## src/rtl/seq_detect_pkg.sv

```systemverilog
`default_nettype none
// seq_detect_pkg: default parameters and helpers shared by the seq_detect_param slice.
// Revision 1.0
package seq_detect_pkg;

  localparam int         DEF_WIDTH   = 4;
  localparam logic [3:0] DEF_PATTERN = 4'b1101;
  localparam int         DEF_CNT_W   = 8;

  // Width needed to hold a fill level of 0..width inclusive.
  function automatic int fill_width(input int width);
    return $clog2(width + 1);
  endfunction

endpackage
`default_nettype wire

```

## src/rtl/seq_detect_param_sat_counter.sv

```systemverilog
`default_nettype none
// sat_counter: synchronous-reset up counter that saturates at all-ones.
// Revision 1.0
module sat_counter #(
  parameter int CNT_W = 8
) (
  input  logic             clk,
  input  logic             rst,
  input  logic             inc,
  output logic [CNT_W-1:0] q
);

  logic [CNT_W-1:0] cnt_q;
  logic [CNT_W-1:0] cnt_d;

  always_comb begin
    cnt_d = cnt_q;
    if (inc && (cnt_q != {CNT_W{1'b1}})) begin
      cnt_d = cnt_q + 1'b1;
    end
  end

  always_ff @(posedge clk) begin
    if (rst) begin
      cnt_q <= '0;
    end else begin
      cnt_q <= cnt_d;
    end
  end

  assign q = cnt_q;

endmodule
`default_nettype wire

```

## src/rtl/seq_detect_param.sv

```systemverilog
`default_nettype none
// seq_detect_param: Moore serial pattern detector with fill guard, overlap mode and clock enable.
// Define SEQ_MATCH_CNT_EN to build the saturating match counter. Revision 1.0
module seq_detect_param
  import seq_detect_pkg::*;
#(
  parameter int               WIDTH   = DEF_WIDTH,
  parameter logic [WIDTH-1:0] PATTERN = WIDTH'(DEF_PATTERN),
  parameter int               CNT_W   = DEF_CNT_W
) (
  input  logic             clk,
  input  logic             rst,
  input  logic             en,
  input  logic             in,
  input  logic             load,
  input  logic [WIDTH-1:0] pat_in,
  input  logic             overlap,
  output logic [WIDTH-1:0] out,
  output logic             z,
  output logic [CNT_W-1:0] match_cnt
);

  localparam int             FILL_W    = fill_width(WIDTH);
  localparam logic [FILL_W-1:0] FILL_FULL = FILL_W'(WIDTH);

  logic [WIDTH-1:0]  shreg_q, shreg_d;
  logic [WIDTH-1:0]  pat_q, pat_d;
  logic [FILL_W-1:0] fill_q, fill_d;
  logic              z_q, z_d;
  logic              match_now;

  // Reset contents never count: the history must be fully refilled first.
  assign match_now = (shreg_q == pat_q) && (fill_q == FILL_FULL);

  always_comb begin
    shreg_d = shreg_q;
    pat_d   = pat_q;
    fill_d  = fill_q;
    z_d     = 1'b0;
    if (load) begin
      pat_d   = pat_in;
      shreg_d = '0;
      fill_d  = '0;
    end else if (en) begin
      z_d     = match_now;
      shreg_d = {shreg_q[WIDTH-2:0], in};
      if (match_now && !overlap) begin
        fill_d = FILL_W'(1);
      end else if (fill_q != FILL_FULL) begin
        fill_d = fill_q + 1'b1;
      end
    end
  end

  always_ff @(posedge clk) begin
    if (rst) begin
      shreg_q <= '0;
      pat_q   <= PATTERN;
      fill_q  <= '0;
      z_q     <= 1'b0;
    end else begin
      shreg_q <= shreg_d;
      pat_q   <= pat_d;
      fill_q  <= fill_d;
      z_q     <= z_d;
    end
  end

  assign out = shreg_q;
  assign z   = z_q;

`ifdef SEQ_MATCH_CNT_EN
  logic cnt_inc;
  assign cnt_inc = !load && en && match_now;

  sat_counter #(
    .CNT_W (CNT_W)
  ) u_match_cnt (
    .clk (clk),
    .rst (rst),
    .inc (cnt_inc),
    .q   (match_cnt)
  );
`else
  assign match_cnt = {CNT_W{1'b0}};
`endif

endmodule
`default_nettype wire

```

## config.mk

```make
export PLATFORM = sky130hd
export DESIGN_NAME = seq_detect_param
export DESIGN_NICKNAME = d
export VERILOG_FILES = /design/src/rtl/seq_detect_pkg.sv /design/src/rtl/seq_detect_param_sat_counter.sv /design/src/rtl/seq_detect_param.sv
export SDC_FILE = /design/constraint.sdc
export NUM_CORES = 1
export LEC_CHECK = 0
export ABC_AREA = 1
export BUFFER_PORTS_ARGS = -buffer_cell sky130_fd_sc_hd__buf_2
export CAP_MARGIN = 0
export CORE_MARGIN = 2
export CORE_UTILIZATION = 50
export CTS_BUF_LIST = sky130_fd_sc_hd__clkbuf_8
export DETAILED_ROUTE_END_ITERATION = 10
export PLACE_DENSITY = 0.8
export SLEW_MARGIN = 0
export SYNTH_ARGS = -nofsm -noshare
export SYNTH_HDL_FRONTEND = slang
export SYNTH_SLANG_ARGS = --single-unit
export TNS_END_PERCENT = 30
```

## constraint.sdc

```tcl
create_clock -name clk -period 1.97 [get_ports clk]
set_clock_uncertainty 0.1 [all_clocks]
set_input_delay 0.0985 -clock clk [delete_from_list [all_inputs] [get_ports clk]]
set_output_delay 0.0985 -clock clk [all_outputs]
set_load 0.01 [all_outputs]
```

* Word level (Yosys, flattened, before mapping)
Cells that the tools add are included.
W data, S select, Z words.
** Storage, ports and cells
- Bits in latches :: 0
- Memories :: 0
- RAM bits :: 0
- Output and inout port bits :: 13
- Word-level logic and storage cells :: 18
- ROM bits :: 0
- Bits of input ports :: 10
- Register bits after elaboration :: 12
** Cells by class
- Bitwise gates (word level) :: 1
- Shift operators :: 0
- Equal/unequal tests :: 3
- Reductions and logical operators :: 7
- Divide/modulo/power cells :: 0
- Add/subtract/negate cells :: 1
- Muxes and demuxes :: 2
- Magnitude comparators :: 0
- Multiply operators :: 0
** Operators by type and width (number)
- $mux W3 :: 2
- $eq A4 B4 Y1 :: 1
- $add A3 B1 Y3 const B :: 1
- $eq A3 B3 Y1 const B :: 1
- $ne A3 B3 Y1 const B :: 1
- $reduce_or A3 Y1 :: 1
- $logic_and A1 B1 Y1 :: 2
- $reduce_and A2 Y1 :: 1
- $reduce_bool A2 Y1 :: 1
- $reduce_or A2 Y1 :: 1
- $logic_not A1 Y1 :: 1
- $not A1 Y1 :: 1

* Longest topological paths before layout
- Word-level depth :: 5
- Depth in mapped cells :: 12
- Mapped depth without buffers :: 12

* Least setup slack after synthesis
OpenSTA, ideal clock, no wires.
- Path type :: reg-to-reg
- From :: register fill_q[0]
- To :: register fill_q[1]
- Arrival :: 1.146 ns
- Setup slack :: 0.612 ns
- Path buffers :: 0
- Period minus slack after synthesis :: 1.358 ns
- Stages on the path, launching flop included :: 12
- Required time :: 1.757 ns
- Setup time :: 0.113 ns
- Path through :: dfxtp_1 inv_1 ha_1 nand2_2 inv_2 nand2_1 nor2_2 nand3_2 nand2_2 nand2_2 nor2_1 nor2_1
** Between the ends
- Word-level cells in the longest chain between the ends :: 5
- Elaborated cells on any way between the ends :: 9
- Classes of those cells :: add/sub (1); eq/ne (2); mux (2); reduce/logical (4)
** Ends and longest elaborated chain
- start, declared :: line seq_detect_param.sv:28 : logic [FILL_W-1:0] fill_q, fill_d;
- start signal, assigned :: line seq_detect_param.sv:64 : fill_q <= fill_d;
- branches (longest 5 deep; another with $add A3 B1 Y3)
Parallel ways; which one is timed is not known. The select of a mux whose other input is x is not followed.
A chain may end at the register's enable or synchronous reset.

* Worst setup path in the final report
Same ends and word-level chain as after synthesis.

==> out/qor.yml <==
status: "finished, final reports clean"
dp.cells: 121
hp-class: "input pin to flop"
min_path_cells: 3
finalHoldViolCount: 0
fin_nets: 127
insertion_delay_ps: 240
nFillCells: 121
worst_path_largest_cell_delay_ps: 320
cap_violations: 0
die_area_mm2: 0.00162
ant_nets: 0
leakage_uw: 0.000433
gp_congestion: 0.711
num_rows: 13
grt_use_total_pct: 16.3
syn_avg_cell_area_um2: 7.00
ys_ff_latch: 12
powerDensity_mw_per_mm2: 753
initial_utilization_pct: 51.9
place_hpwl_um: 836
maxSlewViolCount: 0
crit_chain: "inv_1 -> ha_1 -> nand2_2 -> inv_2 -> nand2_1 -> nor2_2 -> nand3_2 -> nand2_2 -> nand2_2 -> nand2_1 -> nand2_1 -> nor2_1"
crit_path_start_kind: "flop"
synth_area_um2: 658
htreeDepth: 1
fin_crit_sh_pct: 75.0
post-cts-setup-buffers: 0
fmax_mhz: 677
crit_required_ps: 2050
holdPathEnd: "pat_q[1]"
r2r_setup_slack_ps: 490
final_cells: 129
vdd_drop_max_mv: 0.578
seq_area_um2: 240
reg2reg_from: "fill_q[0]"
drtIter0Drc: 11
ys_warn_count: 0
grt_max_degree: 14
synthToLayoutAreaGrowth_pct: 22.2
die_w_um: 40.3
crit_arrival_ps: 1560
drt_wl_total_um: 1140
numClockSinks: 12
syn_inst: 94
crit_fanout: 3
die_height_um: 40.3
io_buffers: 14
cts-buffers-inserted: 3
first_pass_iters: 4
power.total_uw: 606
wire_per_inst_um: 8.86
r2r_end: "fill_q[1]"
min_period_ps: 1480
multiInputGateArea_um2: 317
viasPerCell: 4.27
setup_tns_ps: 0
antenna_found_initial: 0
grt_pass1_vias: 426
cts_tree: "done"
layout-drive-gt1-share_pct: 25.4
clock_path_buffers: 2
end_kind: "flop"
rsz0062_at_grt: "false"
reg2reg_depth: 12
cts-root-buf: "clkbuf_8"
crit_slowest_cell: "dfxtp_1"
post_cts_resized: 0
antennaDiodeCount: 0
vias: 551
remaining_drc_errors: 0
grt_pass1_wl_um: 1690
ios: 23
ys_seq_area_share_pct: 36.5
clk_pin_slew_ps: 50
setup_viol: 0
synth_cell_types: 19
worstSetupPathType: "flop to flop"
hold_path_startpoint: "pat_in[1]"
core-area_mm2: 0.00127
grt_overflow: 0
[stage by stage]
stage	setup slack, ps	cell area, µm²	utilization, %	hold WS [ps]
2_1_floorplan	612	684	-	98.2
3_3_place_gp	541	709	55.9	211
3_5_place_dp	491	709	55.9	212
4_1_cts	476	805	63.4	15.1
5_1_grt	313	805	63.4	57.8
6_report	493	805	63.4	17.2
[state kept, by name (all words and copies together), names as in the netlist]
| register | cells |
|---|---|
| out | 4 |
| pat_q | 4 |
| fill_q | 3 |
| z | 1 |
[how the worst max path moves through the flow]
stage / from / endpoint / slack [ps] / cells past startpoint
floorplan: fill_q[0] / fill_q[1] / 610 / 11
global placement: fill_q[0] / fill_q[0] / 540 / 12
detailed placement: fill_q[0] / fill_q[1] / 490 / 12
CTS: fill_q[0] / fill_q[1] / 480 / 12
global route: fill_q[0] / fill_q[0] / 310 / 12
finish: fill_q[0] / fill_q[1] / 490 / 12
[cell usage in the layout (no fill, tap or decap)]
| cell type | Yosys | layout |
|---|---|---|
| a21oi_1 | 7 | 7 |
| buf_2 | 0 | 14 |
| clkbuf_8 | 0 | 4 |
| conb_1 | 1 | 8 |
| dfxtp_1 | 12 | 12 |
| dlygate4sd3_1 | 0 | 4 |
| ha_1 | 2 | 2 |
| inv_1 | 14 | 14 |
| inv_2 | 3 | 3 |
| nand2_1 | 17 | 17 |
| nand2_2 | 3 | 3 |
| nand3_1 | 4 | 4 |
| nand3_2 | 1 | 1 |
| nand4_1 | 1 | 1 |
| nor2_1 | 9 | 9 |
| nor2_2 | 2 | 2 |
| nor2_4 | 2 | 2 |
| o21ai_0 | 2 | 2 |
| o21ai_1 | 4 | 4 |
| xor2_1 | 1 | 1 |
[layer usage]
layer / global-route usage, % / vias to the layer above / routed length, µm
li1: - / 309 / -
met4: 10.0 / 0 / 10
met2: 23.4 / 16 / 491
met1: 20.1 / 224 / 573
met3: 6.67 / 2 / 68
met5: 0 / - / 0
[synth_stat cells, drive strengths merged]
cell	instances	area, µm²
o21ai	6	30.0
buf	8	60.1
xor2	1	8.76
clkbuf	1	3.75
conb	1	3.75
ha	2	25.0
inv	17	63.8
nand4	1	6.26
nand3	5	30.0
a21oi	7	35.0
nand2	20	82.6
nor2	13	68.8
dfxtp	12	240
[logic make-up (layout without fill, tap and decap cells)]
group                    Yosys count  count (layout)  synth area share [%]
other                              1               8                 0.570
adder cells (fa/ha/maj)            2               2                  3.80
XOR/XNOR                           1               1                  1.33
AO/OA/AOI/OAI                     13              13                  9.89
flip-flops                        12              12                  36.5
buffers and inverters             26              39                  19.4
AND/OR/NAND/NOR                   39              39                  28.5
[area by class of cell]
type	count	share of cell area [%]
Multi-Input combinational cell	63	39.3
Inverter	17	7.93
Sequential cell	12	29.9
Timing Repair Buffer	18	13.7
Tap cell	15	2.33
Clock buffer	4	6.84
[critical path, delay by kind of cell (launching register included)]
kind	cells	cell delay, ps
AND/OR/NAND/NOR	9	690
flip-flops	1	320
adder cells (fa/ha/maj)	1	160
buffers and inverters	2	150
[report_power, final]
group          switching, µW  total [µW]  internal [µW]
clock                   89.9         266            177
combinational           46.5        77.6           31.2
sequential              7.75         262            254
[what timing repair did]
item                                   CTS  global route
endpoints found under the hold margin    4             0
hold buffers                             4             0
setup endpoints to repair                0             0
No activity file was read; power rests on OpenSTA's default activity.
